$ cat config.mk
export PLATFORM = sky130hd
export DESIGN_NAME = port_tx
export DESIGN_NICKNAME = d
export VERILOG_FILES = /design/src/rtl/switch_pkg.sv /design/src/rtl/frame_piso.sv /design/src/rtl/port_tx.sv
export SDC_FILE = /design/constraint.sdc
export NUM_CORES = 1
export LEC_CHECK = 0
export ABC_CLOCK_PERIOD_IN_PS = 2150
export CAP_MARGIN = 10
export CORE_MARGIN = 4
export CORE_UTILIZATION = 49
export CTS_CLUSTER_SIZE = 12
export DETAILED_ROUTE_END_ITERATION = 8
export HOLD_SLACK_MARGIN = 0.12
export MAX_ROUTING_LAYER = met4
export PLACE_DENSITY = 0.75
export SYNTH_ARGS = -nofsm -noshare
export SYNTH_HDL_FRONTEND = slang
export SYNTH_SLANG_ARGS = --single-unit
$ cat constraint.sdc
create_clock -name core_clock -period 2.15 [get_ports core_clock]
set_clock_uncertainty 0.2 [all_clocks]
set_input_delay 0.43 -clock core_clock [delete_from_list [all_inputs] [get_ports core_clock]]
set_output_delay 0.43 -clock core_clock [all_outputs]
set_load 0.01 [all_outputs]
$ cat src/rtl/switch_pkg.sv
// Shared definitions for the switch port blocks: frame constants,
// address width and the transmit-port state encoding.
package switch_pkg;

  localparam int         ADDR_W   = 8;
  localparam logic [7:0] PREAMBLE = 8'hFE;

  typedef enum logic [1:0] {
    IDLE    = 2'd0,
    REQ     = 2'd1,
    SHIFT   = 2'd2,
    RELEASE = 2'd3
  } port_tx_state_t;

  // Frame length in bits: preamble, source, destination, then payload.
  function automatic int frame_bits(input int payload_bytes);
    return 8 * (3 + payload_bytes);
  endfunction

endpackage

$ cat src/rtl/frame_piso.sv
// Parallel-in serial-out frame shifter. Loads a whole frame, then moves
// it out MSB first one bit per shift_en. sout always shows the next bit.
module frame_piso #(
  parameter int WIDTH = 56
) (
  input  logic             core_clock,
  input  logic             core_rst,
  input  logic             load,
  input  logic             shift_en,
  input  logic [WIDTH-1:0] din,
  output logic             sout
);

  logic [WIDTH-1:0] sreg;

  // Load has priority; shifting fills with zeros from the LSB end.
  always_ff @(posedge core_clock) begin
    if (core_rst) begin
      sreg <= '0;
    end else if (load) begin
      sreg <= din;
    end else if (shift_en) begin
      sreg <= {sreg[WIDTH-2:0], 1'b0};
    end
  end

  assign sout = sreg[WIDTH-1];

endmodule

$ cat src/rtl/port_tx.sv
// Switch port transmitter. Captures a frame on send, requests the
// arbiter, serialises the frame with a two-cycle-per-bit strobe once
// granted, and releases the grant. Every output is a flop.
module port_tx
  import switch_pkg::*;
#(
  parameter int                PAYLOAD_BYTES = 4,
  parameter logic [ADDR_W-1:0] SRC_ADDR      = 8'h01,
  parameter int                GNT_TIMEOUT   = 64
) (
  input  logic                       core_clock,
  input  logic                       core_rst,
  input  logic                       send,
  input  logic [ADDR_W-1:0]          dest_addr,
  input  logic [8*PAYLOAD_BYTES-1:0] payload,
  input  logic                       gnt,
  output logic                       req,
  output logic                       dout,
  output logic                       clk_out,
  output logic                       busy,
  output logic                       done,
  output logic                       err
);

  localparam int N_BITS = frame_bits(PAYLOAD_BYTES);
  localparam int BIT_W  = $clog2(N_BITS + 1);
  localparam int WAIT_W = $clog2(GNT_TIMEOUT + 1);

  port_tx_state_t    state, state_nxt;
  logic [BIT_W-1:0]  bit_cnt, bit_cnt_nxt;
  logic [WAIT_W-1:0] wait_cnt, wait_cnt_nxt;
  logic              phase, phase_nxt;
  logic              req_nxt, dout_nxt, clk_out_nxt, busy_nxt, done_nxt, err_nxt;
  logic              load, shift_en, piso_sout;
  logic [N_BITS-1:0] frame_word;

  assign frame_word = {PREAMBLE, SRC_ADDR, dest_addr, payload};

  // The shifter doubles as the capture register: loaded only from IDLE,
  // so a send strobe in any other state cannot disturb the frame.
  frame_piso #(
    .WIDTH(N_BITS)
  ) u_piso (
    .core_clock(core_clock),
    .core_rst  (core_rst),
    .load      (load),
    .shift_en  (shift_en),
    .din       (frame_word),
    .sout      (piso_sout)
  );

  // Next-state and next-output decode; outputs are registered below.
  always_comb begin
    state_nxt    = state;
    bit_cnt_nxt  = bit_cnt;
    wait_cnt_nxt = wait_cnt;
    phase_nxt    = phase;
    req_nxt      = req;
    dout_nxt     = 1'b0;
    clk_out_nxt  = 1'b0;
    done_nxt     = 1'b0;
    err_nxt      = 1'b0;
    load         = 1'b0;
    shift_en     = 1'b0;

    case (state)
      IDLE: begin
        req_nxt = 1'b0;
        if (send) begin
          load      = 1'b1;
          req_nxt   = 1'b1;
          state_nxt = REQ;
        end
      end

      REQ: begin
        req_nxt = 1'b1;
        if (gnt) begin
          // First bit goes out in the cycle right after the grant.
          dout_nxt  = piso_sout;
          shift_en  = 1'b1;
          state_nxt = SHIFT;
        end else if (wait_cnt == WAIT_W'(GNT_TIMEOUT - 1)) begin
          req_nxt   = 1'b0;
          err_nxt   = 1'b1;
          state_nxt = IDLE;
        end else begin
          wait_cnt_nxt = wait_cnt + WAIT_W'(1);
        end
      end

      SHIFT: begin
        if (!gnt) begin
          // Grant lost mid-frame: abandon the frame.
          req_nxt   = 1'b0;
          err_nxt   = 1'b1;
          state_nxt = IDLE;
        end else if (!phase) begin
          // Second half of the bit: hold data, raise strobe at mid-bit.
          dout_nxt    = dout;
          clk_out_nxt = 1'b1;
          phase_nxt   = 1'b1;
        end else if (bit_cnt == BIT_W'(N_BITS - 1)) begin
          req_nxt   = 1'b0;
          state_nxt = RELEASE;
        end else begin
          dout_nxt    = piso_sout;
          shift_en    = 1'b1;
          bit_cnt_nxt = bit_cnt + BIT_W'(1);
          phase_nxt   = 1'b0;
        end
      end

      RELEASE: begin
        req_nxt = 1'b0;
        if (!gnt) begin
          done_nxt  = 1'b1;
          state_nxt = IDLE;
        end
      end

      default: begin
        req_nxt   = 1'b0;
        state_nxt = IDLE;
      end
    endcase

    // Counters start from zero in every state.
    if (state_nxt != state) begin
      bit_cnt_nxt  = '0;
      wait_cnt_nxt = '0;
      phase_nxt    = 1'b0;
    end

    busy_nxt = (state_nxt != IDLE);
  end

  // State, counters and all outputs registered; reset clears everything.
  always_ff @(posedge core_clock) begin
    if (core_rst) begin
      state    <= IDLE;
      bit_cnt  <= '0;
      wait_cnt <= '0;
      phase    <= 1'b0;
      req      <= 1'b0;
      dout     <= 1'b0;
      clk_out  <= 1'b0;
      busy     <= 1'b0;
      done     <= 1'b0;
      err      <= 1'b0;
    end else begin
      state    <= state_nxt;
      bit_cnt  <= bit_cnt_nxt;
      wait_cnt <= wait_cnt_nxt;
      phase    <= phase_nxt;
      req      <= req_nxt;
      dout     <= dout_nxt;
      clk_out  <= clk_out_nxt;
      busy     <= busy_nxt;
      done     <= done_nxt;
      err      <= err_nxt;
    end
  end

endmodule

# ---- After elaboration in Yosys (flattened, before gate mapping)
# Cells that the tools add are included.
dict set report word_totals {
  reg_bits 78
  output_inout_bits 6
  elab_cells 73
}
dict set report classes {
  addsub 2
  eq_ne 8
  mux 35
  bitwise 5
  reduce_logical 11
}
# operator n
set op_table {}
lappend op_table {{$mux 56} 2}
lappend op_table {{$mux 1} 21}
lappend op_table {{$mux 2} 7}
lappend op_table {{$pmux 2 s4} 1}
lappend op_table {{$add 7x1->7 const B} 1}
lappend op_table {{$eq 7x6->1 const B} 1}
lappend op_table {{$add 6x1->6 const B} 1}
lappend op_table {{$eq 6x6->1 const B} 1}
lappend op_table {{$ne 3x3->1 const B} 2}
lappend op_table {{$pmux 1 s2} 3}
lappend op_table {{$reduce_or 2->1} 3}
lappend op_table {{$not 1->1} 5}
lappend op_table {{$eq 2x2->1 const B} 2}
lappend op_table {{$pmux 1 s4} 1}
lappend op_table {{$reduce_and 2->1} 2}
lappend op_table {{$reduce_and 4->1} 1}
lappend op_table {{$reduce_bool 2->1} 2}
lappend op_table {{$reduce_and 3->1} 1}
lappend op_table {{$reduce_or 3->1} 1}
lappend op_table {{$eq 2x1->1 const B} 1}
lappend op_table {{$logic_not 2->1} 1}
lappend op_table {{$ne 2x2->1} 1}

# ---- Depth between registers and ports, before layout
# Gate-level depths: netlist of the first run.
dict set report logic_depth {
  word_depth 7
  depth_mapped 9
  ltp_nobuf 7
}

# ---- Hierarchy
# A second synthesis of the first run with hierarchy kept.
dict set report unflattened {
  hier_cells 376
  hier_area_um2 3744.8
}
# mod n_inst cells_each area_per_inst_um2 seq_area_each_um2
set by_module_without_submodules {}
lappend by_module_without_submodules {frame_piso 1 248 2617.5 1121.1}
lappend by_module_without_submodules {port_tx 1 128 1127.3 440.4}

# ---- Least setup slack after synthesis of the first run
# OpenSTA, ideal clock, no wires.
dict set report synth_path {
  path_type {register -> register}
  startpoint {reg state[1]}
  endpoint {reg u_piso.sreg[18]}
  setup_ns 0.157
  arrival_time_ns 1.727
  setup_slack_ns 0.066
  stages_incl_launch_ff 7
  synth_period_minus_slack_ns 2.084
  cell_sequence {dfxtp_1 > inv_1 > ha_1 > nand2_1 > clkbuf_1 > clkbuf_1 > a311oi_2}
}
dict set report synth_via {
  elab_chain_len 3
  elab_cells_between_ends 7
  classes_between {eq/ne: 2; mux: 3; reduce/logical: 2}
}
# item line_no
set synth_lines {}
lappend synth_lines {{start, declared} port_tx.sv:29} ;# port_tx_state_t state, state_nxt;
lappend synth_lines {{start signal, assigned} port_tx.sv:152} ;# state <= state_nxt;
lappend synth_lines {{$eq 2x2->1 (tied with other cells)} port_tx.sv:66} ;# case (state)
lappend synth_lines {{$pmux 1 s2 or $mux 1 (tied branches)} port_tx.sv:66}
lappend synth_lines {{$reduce_bool 2->1 (no source line) or $mux 56 (tied branches)} n/a}
lappend synth_lines {{end signal, assigned} frame_piso.sv:21} ;# sreg <= din;
lappend synth_lines {{end signal, assigned} frame_piso.sv:23} ;# sreg <= {sreg[WIDTH-2:0], 1'b0};
lappend synth_lines {{end, declared} frame_piso.sv:14} ;# logic [WIDTH-1:0] sreg;
# Parallel ways exist; a longest one is shown, timed or not.
# A chain may end at the register's enable or synchronous reset.

# ---- Final worst setup path of the first run
dict set report layout_path {
  startpoint {reg state[0]}
  endpoint {reg u_piso.sreg[47]}
}
dict set report layout_via {
  elab_chain_len 3
  elab_cells_between_ends 6
  classes_between {eq/ne: 2; mux: 2; reduce/logical: 2}
}
# item line_no
set layout_lines {}
lappend layout_lines {{$logic_not 2->1} port_tx.sv:66}
lappend layout_lines {{$mux 1} port_tx.sv:66}
lappend layout_lines {{$reduce_or 2->1 (no source line)} n/a}
# Parallel ways exist; a longest one is shown, timed or not.

==> out/metrics.csv, run 1 <==
metric,value,unit
total track usage,19.5,%
Synth Register Bits,78,
H-Tree Depth,3,
RR Startpoint,state[0]$_SDFF_PP0_,
max frequency,476,MHz
hpwl dp,5560,µm
vias per inst,5.36,
Adder-Cell Fraction of Synth Area,2.32,%
Post-synth EDFFs,0,
clk_lat worst skew,0.34,ns
synthesized area,3770,µm²
r2r setup slk,0.05,ns
largest net degree at the start of global routing,58,
Crit path required time,2.22,ns
"Async S/R FF share, synth",0,%
total clock sinks,78,
hold path endpoint,u_piso.sreg[42]$_SDFFE_PP0N_,
PwrDens,699,nW/µm²
simple-gate area share of the yosys netlist,26.0,%
worst reg2reg endpoint,u_piso.sreg[47]$_SDFFE_PP0N_,
XOR/XNOR share of the synthesized area,1.63,%
crit-path cells,"inv_1, ha_2, and3_4, o21a_4, o21a_4, buf_12, buf_4, nand2_1, a21oi_1",
CP endpoint kind,flip-flop,
CP top delay family,compound AO/OA/AOI/OAI gates,
DR pass1 iterations,4,
antenna cell count,0,
"CTS clk-pin slew, worst paths",0.08,ns
Tmin final,2.10,ns
first-pass GRT wire length,13900,µm
Final WS setup,0.0488,ns
Ys Warns,0,
CP bufs+invs,3,
mux cell area share after synthesis,0.531,%
"Period Utilization, post-route",97.7,%
Mapped Nets,472,
Lkg Pwr,0.00179,µW
Synth area leader,dfxtp_1,
dpl ws,-0.209,ns
cell mode on critical path,o21a_4,
data arrival time of the critical path,2.17,ns
Design Power,3450,µW
"slowest stage delay, CP",0.36,ns
Crit Path Class,reg -> reg,
area of the core,7370,µm²
# setup viols final,0,
routed length per instance,14.4,µm
via count,3210,
# DRC,0,
Top-Level Pins,50,
initial core utilization,51.1,%
Post-DRT Antenna Nets,0,
total CTS buffers,9,
share of the synthesized area in compound gates (AO/OA/AOI/OAI),22.4,%
startpoint class of the critical path,flip-flop,
Max Slew Vio Count,0,
vias in the first global route,3031,
routability cong.,0.842,
die span in x,95.7,µm
final core occ,66.9,%
Slew @ Worst Pin,0.332,ns
HP Class,reg -> reg,
final-report hold violation count,0,
# Max-Cap Violations,0,
largest family of logic cells by synthesized area,simple AND/OR/NAND/NOR gates,
critical path peak fanout,17,
Synth Flop Type,dfxtp_1,
hold_ws,0.259,ns
gr ovfl total,0,
critical path's slowest cell,dfxtp_4,
root buf cell,clkbuf_8,
Synth top area share,41.4,%
DR iter-0 viols,151,
Reg2Reg Depth,9,
Syn-to-layout area delta,30.9,%
relative slew slack,77.6,%
hold-critical path depth,2,
CTS tree,done,
DRT Wirelength,8640,µm
synth top area cells,"dfxtp_1 41%, a311oi_2 14%, nand2_1 8.6%",
Longest Clk Path Bufs,2,
synthesized instance count,421,
Worst Min Path Start,u_piso.sreg[41]$_SDFFE_PP0N_,
"Seq/Total Area, Yosys",41.4,%
RSZ-0062 raised after global routing,true,
layout cell share with drive strength beyond 1,27.8,%
initial antenna violation count,0,
DIE HEIGHT,95.7,µm
Rows,31,
VDD IR max,0.470,mV
count of cell types in the netlist,48,
Syn Area/Cell,8.95,µm²
status,completed,
die area,9160,µm²
nets,546,
Port Buf Inserts,49,
-- final cells by class --
type | instances | area (µm²)
Sequential cell | 78 | 1570
Multi-Input combinational cell | 310 | 2030
Clock inverter | 3 | 65.1
Clock buffer | 13 | 169
Timing Repair Buffer | 93 | 971
Inverter | 3 | 11.3
Tap cell | 99 | 124
Fill cell | 606 | 2440
-- layout by cell type, fill, tap and decap left out, types with 3 or more instances in the layout --
cell / n
clkbuf_8: 12
nor3_1: 6
ha_1: 5
nor2_1: 59
nand4_1: 3
xnor2_1: 3
a31oi_1: 8
dfxtp_1: 77
o21ai_0: 4
inv_1: 3
a21oi_1: 16
o31ai_1: 3
nand3_1: 6
clkdlybuf4s50_1: 48
buf_12: 7
nand2_1: 85
nand2b_1: 3
nand2_2: 34
xor2_1: 4
a311oi_1: 6
a311oi_2: 34
clkbuf_16: 3
buf_4: 31
-- where the power goes --
group | internal, µW | switching, µW
Combinational | 287 | 280
Clock | 749 | 521
Sequential | 1550 | 65.1
-- per-layer routing --
| layer | global-route usage (%) | share of wire, % |
|---|---|---|
| met4 | 4.74 | 0.54 |
| met2 | 31.1 | 51 |
| met1 | 24.8 | 45 |
| met3 | 4.81 | 3.7 |
| met5 | - | 0 |
-- flip-flops by register name, summed over array words and instances (netlist names) --
signal,count
err,1
state,2
wait_cnt,7
bit_cnt,6
req,1
dout,1
phase,1
clk_out,1
done,1
busy,1
u_piso.sreg,56
-- worst max path at each step --
| stage | startpoint | to | slack (ns) | cells past startpoint |
|---|---|---|---|---|
| after floorplan | state[1]$_SDFF_PP0_ | u_piso.sreg[18]$_SDFFE_PP0P_ | 0.07 | 6 |
| after global placement | gnt | wait_cnt[2]$_SDFFE_PP0P_ | -0.20 | 6 |
| after detailed placement | gnt | wait_cnt[2]$_SDFFE_PP0P_ | -0.21 | 7 |
| after CTS | state[0]$_SDFF_PP0_ | u_piso.sreg[1]$_SDFFE_PP0P_ | 0.03 | 8 |
| after global routing | state[0]$_SDFF_PP0_ | u_piso.sreg[1]$_SDFFE_PP0P_ | -0.05 | 8 |
| final | state[0]$_SDFF_PP0_ | u_piso.sreg[47]$_SDFFE_PP0N_ | 0.05 | 9 |
-- logic make-up after synthesis --
logic type / after synthesis
xor gates and xnor gates: 7
DFF: 78
buffers and inverters: 33
muxes: 2
AOI/OAI and AO/OA: 83
adders and majority gates: 7
and+or+nand+nor: 211
-- worst register-to-register path: cells and delay by family (launching register included) --
| family | cells | cell delay, ns |
|---|---|---|
| AOI/OAI and AO/OA | 3 | 0.50 |
| buffers and inverters | 3 | 0.48 |
| DFF | 1 | 0.36 |
| adders and majority gates | 1 | 0.25 |
| and+or+nand+nor | 2 | 0.25 |
-- repair_timing --
item / in CTS / in global routing
cloned: 0 / 3
buffers inserted: 0 / 1
pin swaps: 0 / 1
gates resized for setup: 1 / 9
hold endpoints to repair: 0 / 0
hold buffers: 0 / 0
setup endpoints to repair: 23 / 57
-- Yosys cell counts (3+ instances only) --
master    number
a21oi_1       16
a311oi_1       6
a311oi_2      34
a31oi_1        8
buf_12         3
buf_4          4
clkbuf_1      16
dfxtp_1       78
ha_1           7
inv_1          3
nand2_1       86
nand2_2       34
nand2b_1       3
nand3_1        6
nand4_1        3
nor2_1        59
nor3_1         6
o21ai_0        4
o31ai_1        3
xnor2_1        3
xor2_1         4
-- per-stage QoR --
stage,instances,area [µm²],setup TNS (ns)
3_5_place_dp,579,4560,-10.89
5_1_grt,599,4930,-0.561
4_1_cts,595,4800,0
3_3_place_gp,579,4560,-9.55
6_report,599,4930,0
2_1_floorplan,421,3770,0
No activity file was read; power rests on OpenSTA's default activity.
==> run 2: changes to the inputs <==
--- a/config.mk
+++ b/config.mk
@@ -9,7 +9,6 @@
 export CAP_MARGIN = 10
 export CORE_MARGIN = 4
 export CORE_UTILIZATION = 49
-export CTS_CLUSTER_SIZE = 12
 export DETAILED_ROUTE_END_ITERATION = 8
 export HOLD_SLACK_MARGIN = 0.12
 export MAX_ROUTING_LAYER = met4
==> results of run 2 <==
Final layout, timing and power as in run 1 (identical DEF).
